<file path="src/rtl/ifetch_unit.sv">
// Instruction fetch unit: issues word fetches to instruction memory, buffers
// returned words in a 2-entry FIFO for IF/ID, and flushes on branch redirects.
module ifetch_unit (
    input  logic        clk,
    input  logic        rst,
    output logic        imem_req,
    output logic [11:0] imem_addr,
    input  logic        imem_gnt,
    input  logic [31:0] imem_rdata,
    input  logic        redir_en,
    input  logic [31:0] redir_pc,
    input  logic        id_ready,
    output logic        inst_valid,
    output logic [31:0] inst,
    output logic [31:0] inst_pc
);

    typedef enum logic [1:0] {
        RUN   = 2'd0,
        FULL  = 2'd1,
        REDIR = 2'd2
    } stateType;

    stateType    state;
    logic [31:0] fpc;
    logic [1:0]  count;
    logic        inFlight;
    logic [31:0] inFlightPc;
    logic [31:0] headInst;
    logic [31:0] headPc;
    logic [31:0] tailInst;
    logic [31:0] tailPc;

    logic        pop;
    logic        push;
    logic        accept;
    logic        creditOk;
    logic [1:0]  afterPop;
    logic [2:0]  committed;
    logic [31:0] redirTarget;

    assign redirTarget = redir_pc & 32'hFFFF_FFFC;

    // A response arriving in a redirect cycle belongs to the old path and is discarded.
    assign pop       = (count != 2'd0) && id_ready;
    assign push      = inFlight && !redir_en;
    assign afterPop  = count - {1'b0, pop};
    assign committed = {1'b0, afterPop} + {2'b00, inFlight};
    assign creditOk  = (committed < 3'd2);

    assign imem_req   = !rst && !redir_en && (state != FULL) && creditOk;
    assign accept     = imem_req && imem_gnt;
    assign imem_addr  = fpc[13:2];
    assign inst_valid = (count != 2'd0);
    assign inst       = headInst;
    assign inst_pc    = headPc;

    // Control FSM, fetch PC, in-flight tracking and the two-entry return FIFO.
    always_ff @(posedge clk or posedge rst) begin
        if (rst) begin
            state      <= RUN;
            fpc        <= 32'h0000_3000;
            count      <= 2'd0;
            inFlight   <= 1'b0;
            inFlightPc <= 32'h0;
            headInst   <= 32'h0;
            headPc     <= 32'h0;
            tailInst   <= 32'h0;
            tailPc     <= 32'h0;
        end else begin
            if (redir_en) begin
                state <= REDIR;
            end else begin
                case (state)
                    RUN:     if (!creditOk) state <= FULL;
                    FULL:    if (pop) state <= RUN;
                    REDIR:   state <= RUN;
                    default: state <= RUN;
                endcase
            end

            if (redir_en) begin
                fpc <= redirTarget;
            end else if (accept) begin
                fpc <= fpc + 32'd4;
            end

            inFlight <= accept;
            if (accept) begin
                inFlightPc <= fpc;
            end

            // The write slot is the first free entry after this cycle's pop shifts the tail forward.
            if (redir_en) begin
                count <= 2'd0;
            end else begin
                count <= count + {1'b0, push} - {1'b0, pop};
                if (pop) begin
                    headInst <= tailInst;
                    headPc   <= tailPc;
                end
                if (push) begin
                    if (afterPop == 2'd0) begin
                        headInst <= imem_rdata;
                        headPc   <= inFlightPc;
                    end else if (afterPop == 2'd1) begin
                        tailInst <= imem_rdata;
                        tailPc   <= inFlightPc;
                    end
                end
            end
        end
    end

endmodule

</file>
<file path="config.mk">
export PLATFORM = sky130hd
export DESIGN_NAME = ifetch_unit
export DESIGN_NICKNAME = d
export VERILOG_FILES = /design/src/rtl/ifetch_unit.sv
export SDC_FILE = /design/constraint.sdc
export NUM_CORES = 1
export LEC_CHECK = 0
export BUFFER_PORTS_ARGS = -buffer_cell sky130_fd_sc_hd__buf_2
export CAP_MARGIN = 0
export CORE_MARGIN = 8
export CORE_UTILIZATION = 50
export CTS_CLUSTER_DIAMETER = 50
export CTS_CLUSTER_SIZE = 20
export DETAILED_ROUTE_END_ITERATION = 16
export PLACE_DENSITY = 0.72
export SLEW_MARGIN = 5
export SYNTH_ARGS = -nofsm -noshare
export SYNTH_HDL_FRONTEND = slang
export SYNTH_SLANG_ARGS = --single-unit
</file>
<file path="constraint.sdc">
create_clock -name clk -period 8.9 [get_ports clk]
set_input_delay 0.445 -clock clk [delete_from_list [all_inputs] [get_ports clk]]
set_output_delay 0.445 -clock clk [all_outputs]
set_load 0.03 [all_outputs]
</file>
**After elaboration in Yosys (flattened, before gate mapping)**

Cells that the tools add are included.

- Register bits: 197
- Word-level logic and storage cells: 49

- Order comparisons: 1
- Muxes and demuxes: 13
- Add/subtract/negate cells: 5
- Reduce and logical (&&, ||, !) cells: 14
- Bitwise logic cells: 2
- Eq/ne operators: 5

Operators with widths:

| operator | number |
|---|---|
| 32-bit 2-to-1 mux | 8 |
| 32-bit by 3-bit adder with 32-bit output, second input constant | 1 |
| 2-bit 2-to-1 mux | 4 |
| 1-bit logical AND | 6 |
| 3-bit inequality test, second input constant | 2 |
| 2-bit by 1-bit == test with 1-bit output, second input constant | 2 |
| 2-bit zero test | 2 |
| 2-bit case mux with 2 select lines | 1 |
| 4-bit AND reduction | 1 |
| 2-bit nonzero test | 2 |
| 2-bit by 1-bit subtractor with 2-bit output | 2 |
| 2-bit by 1-bit adder with 3-bit output | 1 |
| 3-bit by 2-bit < comparator with 1-bit output, second input constant | 1 |
| 2-bit by 1-bit adder with 2-bit output | 1 |
| 1-bit zero test | 2 |
| 2-bit by 1-bit inequality test with 1-bit output, second input constant | 1 |
| 1-bit NOT | 2 |
| 2-bit AND reduction | 1 |

**Depth between registers and ports, before layout**

Gate-level depths: netlist of run 1.

- Word-level depth: 9
- Depth in mapped cells: 7
- Gate-level depth less buffers: 7

**Least setup slack after synthesis of run 1**

OpenSTA, ideal clock, no wires.

- Kind: input to register
- Start: input imem_gnt
- End: register inFlightPc[14]
- Arrival time: 1.905 ns
- Stages on the path: 5
- Path slack: 6.871 ns
- Library setup time: 0.125 ns
- Cells stage by stage: or2b_1 -> a211o_1 -> nor3_1 -> buf_2 -> mux2_2

- Cells in the longest elaborated chain, start to end: 1

Ends and longest elaborated chain:

| element | line | RTL |
|---|---|---|
| start: declaration | 8 | `input logic imem_gnt,` |
| 1-bit logical AND | 52 | `assign accept = imem_req && imem_gnt;` |
| end signal: assignment | 90 | `inFlightPc <= fpc;` |
| end: declaration | 28 | `logic [31:0] inFlightPc;` |

No other way between the ends.
A chain may end at the register's enable or synchronous reset.

**Worst setup path in the final report of run 1**

- Start: input redir_en
- End: register headPc[26], in the netlist inst_pc[26]

- Cells in the longest elaborated chain, start to end: 3

Ends and longest elaborated chain:

| element | line | RTL |
|---|---|---|
| start: declaration | 10 | `input logic redir_en,` |
| 1-bit zero test | 46 | `assign push = inFlight && !redir_en;` |
| 1-bit logical AND | 46 |  |
| 32-bit 2-to-1 mux | 102 | `if (push) begin` |
| end signal: assignment | 100 | `headPc <= tailPc;` |
| end signal: assignment | 105 | `headPc <= inFlightPc;` |
| end: declaration | 30 | `logic [31:0] headPc;` |

Parallel ways exist; a longest one is shown, timed or not.

==> impl_metrics.yaml, run 1 <==
outcome:
  outcome: "complete, no violations"
cts:
  cts_buffers: 17
  root_buffer: "clkbuf_16"
  path_clk_slew_ns: 0.07
  cts_tree: "built"
  cts-resized-gates: 0
  cts_sinks: 191
  postCtsSetupBuffers: 0
  clock_path_buffers: 2
  htreeDepth: 4
  clkLatencyLatePin_ns: 0.42
  hold_buffers: 0
critical_path:
  cp_max_fo: 46
  cp_top_family: "buffers and inverters"
  crit_cells: 8
  crit_slowest_cell: "nor3_2"
  crit_path_max_incr_delay_ns: 0.93
  cp-start-kind: "primary input"
  crit_path_end_kind: "register"
  rr_worst_depth: 4
  path_class: "primary input to register"
  arrival_ns: 3.62
  crit_path_cell_trace: "buf_2 > inv_1 > buf_4 > nand2_1 > nor3_2 > buf_4 > mux2i_1 > a21oi_1"
  path_buf_inv: 4
  required_ns: 9.16
  crit_top_cell: "buf_4"
  r2r_setup_slack_ns: 6.02
timing:
  finalSetupViolCount: 0
  rsz0062_at_grt: "false"
  slew_headroom: 0.249
  fmax_ghz: 0.298
  clock_skew_ns: 0.00677
  setup-tns-final_ns: 0
  min_period_ns: 3.36
  fin_crit_sh: 0.378
  slew_violations: 0
  tightest_slew_ns: 1.12
  hold_viol: 0
grt:
  grt_pass1_wl_um: 30700
  track_usage: 0.175
  grt_start_max_net_pins: 118
  antenna_found_initial: 1
  grt_overflow_total: 0
  grt_pass1_vias: 5952
cells_and_area:
  area_growth_pct: 16.9
  fillers: 1431
  layout.nets: 916
  layout-drive-gt1-share: 0.357
  regArea_um2: 4780
  multiInputGateArea_um2: 3530
drt:
  totalWireLength_um: 18700
  via_count: 5870
  detail-route-antenna-nets: 0
  dr.pass1.iters: 4
  drc: 0
  wl_per_cell_um: 17.3
  drt_iter0_markers: 328
  via_per_inst: 5.42
pwr:
  switching_share: 0.363
  pwr-share-clk: 0.244
  peakVddDrop_mv: 0.164
  p_comb_frac: 0.329
  p_sw_mw: 1.19
  p_int_mw: 2.08
  p_leak_nw: 4.47
  seq_power_share: 0.427
  p_per_area_nw_per_um2: 325
  power_mw: 3.27
logic_synthesis:
  yosysWarnings: 0
  synth.net_count: 798
  synth_area_um2: 8590
  yosysUniqueCellTypes: 54
  synth-seq-area-share: 0.556
  synth_area_per_cell_um2: 11.8
  synth_ff_type: "dfrtp_1"
  synth_most_common_cell: "dfrtp_1"
  synth_top_area_cell: "dfrtp_1"
  synth_top_area_frac: 0.550
  syn_inst: 726
  synth_common_cells: "dfrtp_1, mux2_2, nor2_1"
  synth-edff-count: 0
  synthTopCellsByArea: "dfrtp_1, mux2_2, mux2i_1, a21oi_1, nor2_1"
  synth_async_sr_flop_share: 1.00
  ys_ff_latch: 191
job:
  cap_violations: 0
floorplanning:
  die_w_um: 147
  die_h_um: 147
  core_um2: 17100
  dieArea_um2: 21600
  initial_core_util: 0.504
  num_io_pins: 147
  num_rows: 48
hold_path:
  worstHoldPathType: "primary input to async pin"
placed_design:
  dp_hpwl_um: 12400
  io_buffers: 144
  place_congestion: 0.792
==> per-layer routing <==
| metal | track usage | vias up | share of wire |
|---|---|---|---|
| met2 | 0.272 | 143 | 0.46 |
| li1 | - | 2807 | - |
| met5 | 0 | - | 0 |
| met4 | 0.0576 | 0 | 0.011 |
| met3 | 0.0455 | 14 | 0.048 |
| met1 | 0.235 | 2906 | 0.48 |
==> metrics by stage <==
step	std cells	utilization	hold WS (ns)	instance area (µm²)	setup WS, ns
4_1_cts	1082	0.589	0.212	10000	5.51
2_1_floorplan	726	-	0.403	8590	3.26
5_1_grt	1083	0.589	0.237	10000	5.30
3_5_place_dp	1050	0.552	0.418	9420	5.05
6_report	1083	0.589	0.201	10000	5.54
3_3_place_gp	1050	0.552	0.411	9420	5.09
==> final timing paths <==
check                              from     endpoint
max in group asynchronous           rst     count[0]
max                            redir_en  inst_pc[26]
min in group clk           redir_pc[10]      fpc[10]
max reg2reg                    count[1]  inst_pc[26]
min reg2reg                    state[1]     state[0]
min                                 rst   tailPc[12]
==> kinds of logic after synthesis <==
group,count (synthesis),share of synthesized area
multiplexers,160,0.200
adder cells (fa/ha/maj),3,0.00437
flip-flops,191,0.556
AND/OR/NAND/NOR,177,0.103
AO/OA/AOI/OAI,117,0.0833
buffers and inverters,61,0.0355
XOR/XNOR,17,0.0173
==> flip-flops by register name (all words and copies together) (netlist names) <==
name        cells
inst           32
inst_pc        32
tailInst       32
fpc            30
inFlightPc     30
tailPc         30
count           2
state           2
inFlight        1
==> cells in the final DEF, fill, tap and decap left out, types with 4 or more instances in the layout <==
| master | synthesis | routed |
|---|---|---|
| a31oi_1 | 10 | 10 |
| and2_2 | 4 | 4 |
| nor2_1 | 77 | 76 |
| o21ai_0 | 14 | 14 |
| a21oi_1 | 67 | 66 |
| mux2i_1 | 64 | 64 |
| buf_2 | 14 | 144 |
| or3_1 | 7 | 7 |
| clkbuf_16 | 0 | 17 |
| nor2b_1 | 6 | 6 |
| xnor2_1 | 11 | 11 |
| nand3_1 | 6 | 6 |
| inv_1 | 8 | 7 |
| dfrtp_1 | 189 | 189 |
| xor2_1 | 6 | 6 |
| and3_1 | 6 | 6 |
| nand4_1 | 15 | 15 |
| nand2_1 | 26 | 26 |
| mux2_2 | 94 | 94 |
| buf_4 | 13 | 8 |
==> final cells by class <==
class	instances	share of cell area
diodes	1	0.000249
well taps	225	0.0280
clock inverters	11	0.0153
clock buffers	21	0.0468
multi-input cells	474	0.352
inverters	8	0.00374
repair buffers	152	0.0777
flip-flops and latches	191	0.476
==> power by group through the flow <==
| stage | Combinational (mW) | Clock, mW | Sequential, mW |
|---|---|---|---|
| after global routing | 1.17 | 0.849 | 1.44 |
| after CTS | 1.09 | 0.813 | 1.40 |
| after global placement | 1.06 | 0 | 1.39 |
| final | 1.07 | 0.797 | 1.40 |
| after floorplan | 0.520 | 0 | 1.66 |
| after detailed placement | 1.09 | 0 | 1.41 |
(Power assumes the default switching activity.)
==> inputs of run 2 (changes only) <==
--- a/config.mk
+++ b/config.mk
@@ -12,7 +12,7 @@
 export CTS_CLUSTER_DIAMETER = 50
 export CTS_CLUSTER_SIZE = 20
 export DETAILED_ROUTE_END_ITERATION = 16
-export PLACE_DENSITY = 0.72
+export PLACE_DENSITY = 0.75
 export SLEW_MARGIN = 5
 export SYNTH_ARGS = -nofsm -noshare
 export SYNTH_HDL_FRONTEND = slang
==> constraint.sdc (replaced) <==
create_clock -name clk -period 2.8 [get_ports clk]
set_input_delay 0.14 -clock clk [delete_from_list [all_inputs] [get_ports clk]]
set_output_delay 0.14 -clock clk [all_outputs]
set_load 0.03 [all_outputs]
==> run 2 against run 1 <==
Die area unchanged. Global-route usage rose by 1.3 points. Sequential power grew to 3.2 times the previous value. Critical path depth down 2. Setup slack lost 5.0 ns. Core utilization rose by 3.8 points. Flip-flop and latch count unchanged. Largest power group unchanged.
==> impl_metrics.yaml, run 2 (synthesis gave the netlist of run 1 again) <==
outcome:
  outcome: "complete, no violations"
pwr:
  peakVddDrop_mv: 0.468
  seq_power_share: 0.429
  p_int_mw: 6.54
  p_per_area_nw_per_um2: 968
  power_mw: 10.3
  p_leak_nw: 4.74
  p_comb_frac: 0.340
  p_sw_mw: 3.81
  switching_share: 0.368
  pwr-share-clk: 0.230
hold_path:
  whs_endpoint: "fpc[8]"
  worstHoldPathCells: 3
  worstHoldPathType: "primary input to register"
  hold_start: "redir_pc[8]"
cells_and_area:
  fillers: 1346
  layout_common_cells: "dfrtp_1, buf_2, mux2_2"
  layout-drive-gt1-share: 0.338
  final_common_cell: "dfrtp_1"
  layout.nets: 982
  layoutNonFillerInstCount: 1148
  diodes: 0
  area_growth_pct: 24.4
cts:
  htreeDepth: 4
  cts_tree: "built"
  cts-resized-gates: 0
  path_clk_slew_ns: 0.07
  cts_sinks: 191
  cts_buffers: 17
  clkLatencyLatePin_ns: 0.43
  postCtsSetupBuffers: 0
  root_buffer: "clkbuf_16"
  clock_path_buffers: 2
critical_path:
  cp_max_fo: 12
  path_class: "register to register"
  required_ns: 3.14
  cp_top_family: "simple AND/OR/NAND/NOR gates"
  r2r-end: "fpc[26]"
  rr_worst_depth: 6
  crit_slowest_cell: "or4_1"
  crit_path_end_kind: "register"
  crit_path_max_incr_delay_ns: 0.57
  cp-start-kind: "register"
  path_buf_inv: 0
  arrival_ns: 2.59
  r2r_start: "fpc[3]"
  crit_path_cell_trace: "ha_1 > and3_1 > and2_2 > nand3_1 > or4_1 > a31oi_1"
  r2r_setup_slack_ns: 0.56
drt:
  totalWireLength_um: 19700
  detail-route-antenna-nets: 0
  via_per_inst: 5.37
  drc: 0
  dr.pass1.iters: 4
  via_count: 6168
  wl_per_cell_um: 17.2
  drt_iter0_markers: 351
grt:
  track_usage: 0.188
  grt_pass1_wl_um: 33200
  grt_overflow_total: 0
  grt_pass1_vias: 6369
  antenna_found_initial: 0
  grt_start_max_net_pins: 150
timing:
  whs_ns: 0.0438
  slew_headroom: 0.410
  setup-tns-final_ns: 0
  min_period_ns: 2.24
  rsz0062_at_grt: "false"
  clock_skew_ns: 0.0104
  fin_crit_sh: 0.801
  fmax_ghz: 0.446
  hold_viol: 0
  tightest_slew_ns: 0.885
  slew_violations: 0
  finalSetupViolCount: 0
  fin_ws_ns: 0.556
placed_design:
  io_buffers: 144
  placedCellCount: 1056
  preCtsSetupSlack_ns: 0.603
  place_congestion: 0.811
  dp_hpwl_um: 12600
job:
  cap_violations: 0
floorplanning:
  die_w_um: 147
  die_h_um: 147
  core_um2: 17100
  num_io_pins: 147
  initial_core_util: 0.504
  dieArea_um2: 21600
  num_rows: 48
==> run 2: worst max-delay path by stage <==
| stage | start | to | depth (start not counted) |
|---|---|---|---|
| final | fpc[3] | fpc[26] | 6 |
| after floorplan | rst | count[0] | 1 |
| after CTS | fpc[3] | fpc[26] | 6 |
| after global placement | fpc[2] | fpc[26] | 6 |
| after detailed placement | fpc[3] | fpc[26] | 6 |
| after global routing | fpc[3] | fpc[20] | 6 |
==> run 2: stage by stage <==
step / area (µm²) / utilization
2_1_floorplan: 8600 / -
3_3_place_gp: 9510 / 0.557
3_5_place_dp: 9510 / 0.557
4_1_cts: 10700 / 0.627
5_1_grt: 10700 / 0.627
6_report: 10700 / 0.627
==> run 2: layout make-up <==
cell class                      count  area (µm²)  area share
Clock inverter                     13         140      0.0131
Sequential cell                   191        4780       0.447
Tap cell                          225         282      0.0263
Timing Repair Buffer              218        1480       0.138
Multi-Input combinational cell    474        3530       0.331
Clock buffer                       19         443      0.0414
Inverter                            8        33.8     0.00316
==> run 2: what timing repair did <==
item	in CTS	in global routing
endpoints found under the hold margin	101	0
hold buffers	60	0
endpoints found under the setup margin	0	0
==> run 2: worst reg2reg max path, cell delays in order (launching register included) <==
cell and delay, ns:
dfrtp_1 0.45, ha_1 0.22, and3_1 0.21, and2_2 0.20
nand3_1 0.33, or4_1 0.57, a31oi_1 0.18
==> run 2: routing by layer <==
layer / part of all wire / vias to the layer above / GRT usage
li1: - / 2955 / -
met1: 0.46 / 3047 / 0.248
met2: 0.48 / 146 / 0.306
met3: 0.054 / 20 / 0.0474
met4: 0.012 / 0 / 0.0439
met5: 0 / - / 0
==> run 2: power groups by stage <==
| stage | Combinational [mW] | Sequential [mW] | Clock (mW) |
|---|---|---|---|
| global placement | 3.40 | 4.42 | 0 |
| CTS | 3.56 | 4.44 | 2.44 |
| floorplan | 1.65 | 5.29 | 0 |
| finish | 3.52 | 4.44 | 2.38 |
| global route | 3.86 | 4.60 | 2.56 |
| detailed placement | 3.48 | 4.49 | 0 |
